--- src/rtl/ic_sram_port.sv ---
// ic_sram_port: single-cycle SRAM bridge with a one-stage pipeline and 2-entry response FIFO.
module ic_sram_port #(
  parameter logic [31:0] BASE = 32'h2000_0000,
  parameter int AW = 10
) (
  input  logic          g_clk,
  input  logic          g_reset,
  input  logic          mem_req,
  input  logic          mem_wen,
  input  logic [3:0]    mem_strb,
  input  logic [31:0]   mem_wdata,
  input  logic [31:0]   mem_addr,
  output logic          mem_gnt,
  output logic          mem_recv,
  input  logic          mem_ack,
  output logic          mem_error,
  output logic [31:0]   mem_rdata,
  output logic          sram_cen,
  output logic          sram_wen,
  output logic [3:0]    sram_strb,
  output logic [AW-1:0] sram_addr,
  output logic [31:0]   sram_wdata,
  input  logic [31:0]   sram_rdata
);
  logic        s1_valid, s1_read, s1_err;
  logic [32:0] fifo [2];
  logic        rd_ptr, wr_ptr;
  logic [1:0]  count, inflight;
  logic        in_range, pop, unused;
  assign unused    = ^mem_addr[1:0];
  assign in_range  = mem_addr[31:AW+2] == BASE[31:AW+2];
  assign inflight  = {1'b0, s1_valid} + count;
  assign mem_recv  = !g_reset && count != 2'd0;
  assign pop       = mem_recv && mem_ack;
  // A full pipeline may still accept when the head leaves this same cycle.
  assign mem_gnt   = !g_reset && mem_req && (inflight < 2'd2 || (inflight == 2'd2 && pop));
  assign sram_cen  = mem_gnt && in_range;
  assign sram_wen  = sram_cen && mem_wen;
  assign sram_strb = sram_wen ? mem_strb : 4'b0;
  assign sram_addr = mem_addr[AW+1:2];
  assign sram_wdata = mem_wdata;
  assign mem_rdata = mem_recv ? fifo[rd_ptr][31:0] : 32'b0;
  assign mem_error = mem_recv && fifo[rd_ptr][32];
  always_ff @(posedge g_clk) begin
    if (g_reset) begin
      s1_valid <= 1'b0;
      rd_ptr   <= 1'b0;
      wr_ptr   <= 1'b0;
      count    <= 2'd0;
    end else begin
      s1_valid <= mem_gnt;
      wr_ptr   <= wr_ptr ^ s1_valid;
      rd_ptr   <= rd_ptr ^ pop;
      count    <= count + {1'b0, s1_valid} - {1'b0, pop};
    end
  end
  always_ff @(posedge g_clk) begin
    s1_read <= !mem_wen;
    s1_err  <= !in_range;
    if (s1_valid) fifo[wr_ptr] <= {s1_err, (s1_read && !s1_err) ? sram_rdata : 32'b0};
  end
endmodule

--- config.mk ---
export PLATFORM = sky130hd
export DESIGN_NAME = ic_sram_port
export DESIGN_NICKNAME = d
export VERILOG_FILES = /design/src/rtl/ic_sram_port.sv
export SDC_FILE = /design/constraint.sdc
export NUM_CORES = 1
export LEC_CHECK = 0
export CAP_MARGIN = 20
export CORE_MARGIN = 8
export CORE_UTILIZATION = 30
export DETAILED_ROUTE_END_ITERATION = 12
export GPL_TIMING_DRIVEN = 0
export PLACE_DENSITY = 0.7
export SYNTH_ARGS = -nofsm -noshare
export SYNTH_HDL_FRONTEND = slang
export SYNTH_SLANG_ARGS = --single-unit
--- constraint.sdc ---
create_clock -name g_clk -period 2.04 [get_ports g_clk]
set_input_delay 0.612 -clock g_clk [delete_from_list [all_inputs] [get_ports g_clk]]
set_output_delay 0.612 -clock g_clk [all_outputs]
set_load 0.01 [all_outputs]
==> flow_metrics.env, run 1 <==
export IMPL_grt_use_total_pct=11.8
export IMPL_finalHoldViolCount=0
export IMPL_cp_slowest_cell="dfxtp_4"
export IMPL_grt_pass1_wl_mm=13.8
export IMPL_cts_path_max_buffers=2
export IMPL_synth_area_leaders="edfxtp_1 58%, mux2i_1 9.6%, buf_4 9.2%"
export IMPL_hold_path_class="reg -> reg"
export IMPL_synth_area_um2=3430
export IMPL_grt_pass1_vias=2845
export IMPL_clock_sinks=73
export IMPL_clk_pin_slew_ns=0.06
export IMPL_critical_path_required_ns=1.43
export IMPL_yosysTopAreaCellShare_pct=57.8
export IMPL_worstSetupPathType="reg -> out"
export IMPL_fp_row_count=39
export IMPL_synth_xor_area_share_pct=0.766
export IMPL_slew_violations=0
export IMPL_critPathTopFamily="buffers and inverters"
export IMPL_slowest_delay_ns=0.35
export IMPL_tightest_slew_ns=0.885
export IMPL_syn_inst=262
export IMPL_num_io_pins=188
export IMPL_reg2reg_from="count[0]"
export IMPL_holdCritStartpoint="s1_err"
export IMPL_cts_buffers=9
export IMPL_core_area_um2=11300
export IMPL_die_x_um=123
export IMPL_preCtsSetupSlack_ns=-1.20
export IMPL_drive_gt1_share_pct=36.7
export IMPL_fin_nets=548
export IMPL_whs_endpoint="fifo[1][32]"
export IMPL_synth_top_family_by_area="simple AND/OR/NAND/NOR gates"
export IMPL_finalSetupViolations=40
export IMPL_swShare_pct=24.0
export IMPL_arrival_ns=1.85
export IMPL_dpl_cell_count=548
export IMPL_critPathCaptureType="primary output"
export IMPL_dp_hpwl_mm=6.85
export IMPL_gp_congestion=0.638
export IMPL_cp_max_fo=4
export IMPL_path_cells="ha_4 -> clkinv_4 -> a211oi_4 -> a311oi_4 -> buf_4 -> and4_1 -> buf_2"
export IMPL_p_leak_nw=2.25
export IMPL_max_freq_mhz=407
export IMPL_ys_seq_area_share_pct=61.9
export IMPL_cap_violations=0
export IMPL_p_clk_share_pct=35.7
export IMPL_switchingPower_w=0.000985
export IMPL_grt_max_degree=34
export IMPL_detail_route_antenna_nets=0
export IMPL_synthMuxAreaShare_pct=9.64
export IMPL_synth_compound_area_share_pct=1.24
export IMPL_wl_per_cell_um=15.9
export IMPL_r2r_cells=10
export IMPL_layoutNonFillerInstCount=587
export IMPL_grt_overflow=0
export IMPL_p_int_w=0.00312
export IMPL_rsz0062_at_grt="true"
export IMPL_ys_types=27
export IMPL_critPathBufInv=3
export IMPL_status="finished, violations left"
export IMPL_p_per_area_nw_per_um2=730
export IMPL_port_buffers=143
export IMPL_first_iter_violations=68
export IMPL_yosysTopAreaCell="edfxtp_1"
export IMPL_ir_drop_mv=0.308
export IMPL_cts_tree="done"
export IMPL_root_buffer="clkbuf_16"
export IMPL_power_frac_comb_pct=22.6
export IMPL_timing_rr_end="count[1]"
export IMPL_synthSimpleGateAreaFrac_pct=13.9
export IMPL_die_area_um2=15100
export IMPL_synth_seq_cells=73
export IMPL_pwr_share_seq_pct=41.8
export IMPL_fillers=1009
export IMPL_clk_latency_ns=0.32
export IMPL_relSlewSlack_pct=41.0
export IMPL_final_min_clock_period_ns=2.46
export IMPL_start_util_pct=30.4
export IMPL_timing_reg2reg_setup_slack_ns=0.23
export IMPL_skew_ns=0.00553
export IMPL_vias=2564
export IMPL_drt_wl_total_mm=9.33
export IMPL_antenna_found_initial=0
export IMPL_ys_warn_count=0
export IMPL_drc=0
export IMPL_first_pass_iters=4
export IMPL_critPathLaunchType="flop"
export IMPL_whs_path_depth=0
export IMPL_viasPerCell=4.37
export IMPL_min_period_over_period_pct=121
export IMPL_failed_checks="negative setup slack"
export IMPL_syn_area_per_cell_um2=13.1
export IMPL_syn2layout_area_growth_pct=63.8
export IMPL_die_y_um=123
export IMPL_synth_net_count=371
export IMPL_setup_ws_ns=-0.418
export IMPL_cts_htree_levels=3
export IMPL_synth_adder_area_share_pct=1.46
export IMPL_diodes=0
power groups by stage:
stage          sequential (W)  clock [W]  combinational, W
6_report              0.00171    0.00146          0.000926
5_1_grt               0.00172    0.00156           0.00100
4_1_cts               0.00171    0.00150          0.000903
3_5_place_dp          0.00174          0          0.000754
3_3_place_gp          0.00174          0          0.000740
2_1_floorplan         0.00173          0          0.000352
through the flow:
stage          utilization [%]  area [µm²]  hold slack (ns)  total power, W  setup TNS (ns)
2_1_floorplan                -        3440            0.426         0.00209               0
3_3_place_gp              44.8        5050            0.431         0.00248          -46.06
3_5_place_dp              44.9        5060            0.459         0.00249          -44.73
4_1_cts                   49.0        5520            0.466         0.00411           -7.37
5_1_grt                   49.8        5620            0.468         0.00427           -8.37
6_report                  49.8        5620            0.460         0.00410           -5.34
sequential cells by signal, indices dropped and copies added (netlist names):
name and cells:
rd_ptr 1, wr_ptr 1, count 2, s1_err 1
s1_read 1, s1_valid 1, fifo 66
cell usage after synthesis:
cell	count
clkbuf_1	6
buf_4	42
a311oi_1	1
inv_1	4
nor2b_1	1
ha_1	4
dfxtp_1	7
nor2_1	38
and3_1	1
and4_1	4
a311oi_2	1
nand2b_4	1
and2_2	1
nand2_1	1
clkinv_1	1
buf_2	4
xnor2_1	3
nand3_1	1
mux2i_1	33
o21bai_2	1
nand3_2	1
inv_2	1
edfxtp_1	66
nor4_1	4
a211oi_1	1
and2_1	33
nor4b_2	1
kinds of logic after synthesis:
| family | after synthesis |
|---|---|
| simple gates | 87 |
| flops | 73 |
| buf+inv | 58 |
| mux | 33 |
| compound gates | 4 |
| fa+ha+maj | 4 |
| xor+xnor | 3 |
how the worst max path moves through the flow:
stage,cells past startpoint,slack [ns],to,startpoint
5_1_grt,7,-0.48,sram_strb[2],count[0]
6_report,7,-0.42,sram_strb[2],count[0]
4_1_cts,7,-0.45,sram_strb[2],count[0]
3_3_place_gp,5,-1.19,mem_rdata[7],g_reset
2_1_floorplan,5,0.001,sram_strb[0],count[0]
3_5_place_dp,5,-1.20,mem_rdata[12],g_reset
layer usage:
layer | track usage (%) | vias to the layer above | part of all wire [%] | wire (µm)
met2 | 22.4 | 114 | 53 | 4990
met1 | 11.0 | 1212 | 34 | 3210
met3 | 4.79 | 10 | 11 | 1010
met4 | 4.80 | 0 | 1.3 | 121
met5 | 0 | - | 0 | 0
li1 | - | 1228 | - | -
final cells by class:
cell class	count	area, µm²	area share (%)
buffer	50	398	7.09
clock buffer	12	258	4.59
clock inverter	4	27.5	0.490
inverter	6	27.5	0.490
multi-input combinational	131	1100	19.6
sequential	73	2130	37.9
tap	143	179	3.19
timing repair buffer	168	1500	26.7
cells in the final DEF, fill, tap and decap left out, types with 4 or more instances in the layout:
cell type        netlist  layout
nor2_1                38      27
buf_2                  4      33
clkdlybuf4s50_1        0      79
nor2_2                 0       5
clkbuf_16              0      10
mux2i_1               33      30
clkdlybuf4s15_1        0       8
nor2_4                 0       6
edfxtp_1              66      66
buf_6                  0      21
and2_1                33      33
clkbuf_1               6       5
dfxtp_1                7       5
and4_1                 4       4
inv_1                  4       4
buf_4                 42      54
dlygate4sd2_1          0      12
timing repair:
| action | 4_1_cts | 5_1_grt |
|---|---|---|
| endpoints found under the hold margin | 0 | 0 |
| endpoints found under the setup margin | 42 | 41 |
| gates cloned | 2 | 1 |
| resized for setup | 254 | 34 |
| pin swaps | 15 | 10 |
| hold buffers | 0 | 0 |
| setup buffers | 19 | 3 |
Note: power is estimated with default switching activity, not from simulation.
==> run 2, diff against run 1 <==
Settings changed: CTS_CLUSTER_SIZE set to 30.
==> results of run 2 <==
No change in the layout: final DEF, timing and power equal those of run 1.
==> run 3, diff against run 2 <==
Settings changed: CORE_ASPECT_RATIO set to 1.25.
==> flow_metrics.env, run 3 (synthesis results as in run 1) <==
export IMPL_layoutNonFillerInstCount=574
export IMPL_cp_max_fo=7
export IMPL_grt_pass1_wl_mm=14.4
export IMPL_start_util_pct=30.8
export IMPL_finalSetupViolations=41
export IMPL_grt_overflow=0
export IMPL_setup_ws_ns=-0.393
export IMPL_critPathLaunchType="input port"
export IMPL_clk_pin_slew_ns=0.05
export IMPL_rsz0062_at_grt="true"
export IMPL_finalPower_w=0.00421
export IMPL_wl_per_cell_um=16.6
export IMPL_holdCritStartpoint="g_reset"
export IMPL_port_buffers=143
export IMPL_grt_pass1_vias=2798
export IMPL_final_common_cell="clkdlybuf4s50_1"
export IMPL_cts_buffers=9
export IMPL_path_cells="clkdlybuf4s50_1 -> nor4_2 -> nand2_1 -> nor2_4 -> and4_1 -> buf_2"
export IMPL_cts_htree_levels=3
export IMPL_final_min_clock_period_ns=2.43
export IMPL_cts_path_max_buffers=2
export IMPL_first_iter_violations=41
export IMPL_drive_gt1_share_pct=41.5
export IMPL_wl_met1_mm=3.24
export IMPL_cts_hold_buf=0
export IMPL_status="finished, violations left"
export IMPL_hold_path_class="in -> reg"
export IMPL_cp_startpoint="mem_addr[13]"
export IMPL_wl_met3_um=889
export IMPL_core_area_um2=11100
export IMPL_vias=2512
export IMPL_wl_met2_mm=5.37
export IMPL_cp_slowest_cell="clkdlybuf4s50_1"
export IMPL_timing_reg2reg_setup_slack_ns=0.10
export IMPL_viasPerCell=4.38
export IMPL_whs_endpoint="count[0]"
export IMPL_grt_max_degree=34
export IMPL_drc=0
export IMPL_largest_reg_flops=66
export IMPL_antenna_found_initial=0
export IMPL_die_area_um2=15100
export IMPL_skew_ns=0.00477
export IMPL_whs_ns=0.454
export IMPL_whs_path_depth=2
export IMPL_drt_wl_total_mm=9.56
export IMPL_first_pass_iters=4
export IMPL_fillers=949
export IMPL_clock_sinks=73
export IMPL_die_x_um=112
export IMPL_critical_path_required_ns=1.43
export IMPL_timing_rr_end="count[1]"
export IMPL_layout_common_cells="81 x clkdlybuf4s50_1, 66 x edfxtp_1, 49 x buf_4, 38 x buf_6, 33 x and2_1"
export IMPL_relSlewSlack_pct=41.1
export IMPL_num_io_pins=188
export IMPL_max_freq_mhz=411
export IMPL_dp_hpwl_mm=6.78
export IMPL_critPathCaptureType="primary output"
export IMPL_cts_tree="done"
export IMPL_cap_violations=0
export IMPL_slew_violations=0
export IMPL_layout_core_utilization_pct=54.0
export IMPL_fin_nets=543
export IMPL_detail_route_antenna_nets=0
export IMPL_diodes=0
export IMPL_failed_checks="negative setup slack"
export IMPL_arrival_ns=1.82
export IMPL_p_leak_nw=2.31
export IMPL_grt_use_total_pct=12.1
export IMPL_fp_row_count=43
export IMPL_min_period_over_period_pct=119
export IMPL_dpl_cell_count=540
export IMPL_regMostFlops="fifo"
export IMPL_worstSetupPathType="in -> out"
export IMPL_slowest_delay_ns=0.43
export IMPL_ir_drop_mv=0.477
export IMPL_finalHoldViolCount=0
export IMPL_die_y_um=136
export IMPL_top_regs="fifo x66, count x2"
export IMPL_clk_latency_ns=0.32
export IMPL_p_per_area_nw_per_um2=700
export IMPL_tightest_slew_ns=0.884
export IMPL_top_layer_used="met4"
export IMPL_root_buffer="clkbuf_16"
export IMPL_syn2layout_area_growth_pct=75.5
export IMPL_reg2reg_from="count[0]"
export IMPL_r2r_cells=12
export IMPL_gp_congestion=0.666
## run 3: changes by cell type in the layout (fill, tap and decap cells not counted), moves of 4 or more
| cell | before | now |
|---|---|---|
| nor2_4 | 6 | 29 |
| buf_4 | 54 | 49 |
| clkdlybuf4s15_1 | 8 | 4 |
| nor2_1 | 27 | 5 |
| buf_6 | 21 | 38 |
| mux2i_1 | 30 | 23 |
| mux2i_2 | 3 | 7 |
| buf_2 | 33 | 8 |
| buf_12 | 1 | 5 |
## run 3: power breakdown
part           internal (W)  switching (W)
Combinational      0.000645       0.000485
Clock              0.000813       0.000552
Sequential          0.00169      0.0000253
Total               0.00315        0.00106
## run 3: final cells by class
cell class	instances	area [µm²]	area share [%]
Buffer	52	464	7.72
Clock buffer	12	236	3.93
Clock inverter	4	20.0	0.333
Inverter	6	30.0	0.499
Multi-Input combinational cell	131	1330	22.0
Sequential cell	73	2130	35.4
Tap cell	135	169	2.81
Timing Repair Buffer	161	1640	27.3
## run 3: stage by stage
stage / TNS, ns / area, µm² / setup slack, ns
finish: -7.25 / 6020 / -0.393
global route: -9.41 / 6020 / -0.473
CTS: -4.68 / 5580 / -0.409
detailed placement: -44.91 / 5050 / -1.21
global placement: -48.44 / 5040 / -1.22
floorplan: 0 / 3440 / 0.00128
## run 3: how the worst max path moves through the flow
stage                              end  slack, ns  depth (start not counted)
after floorplan           sram_strb[0]      0.001                          5
after global placement    mem_rdata[8]      -1.22                          5
after detailed placement  mem_rdata[8]      -1.21                          5
after CTS                 sram_strb[1]      -0.41                          7
after global routing      sram_strb[2]      -0.47                          6
final                     sram_strb[1]      -0.39                          6
## run 3: worst max-delay path: cells and delay by family
kind,cells,cell delay (ns)
AND/OR/NAND/NOR,4,0.65
buffers and inverters,2,0.56
## run 3: routing by layer
layer / up-vias / GRT usage [%]
li1: 1218 / -
met1: 1181 / 11.5
met2: 107 / 22.4
met3: 6 / 5.89
met4: 0 / 3.96
met5: - / 0
## run 3: repair_timing
item	in CTS	in global routing
setup endpoints to repair	42	41
gates resized for setup	272	90
gates cloned	2	1
pin swaps	27	34
endpoints found under the hold margin	0	0
setup buffers	14	4
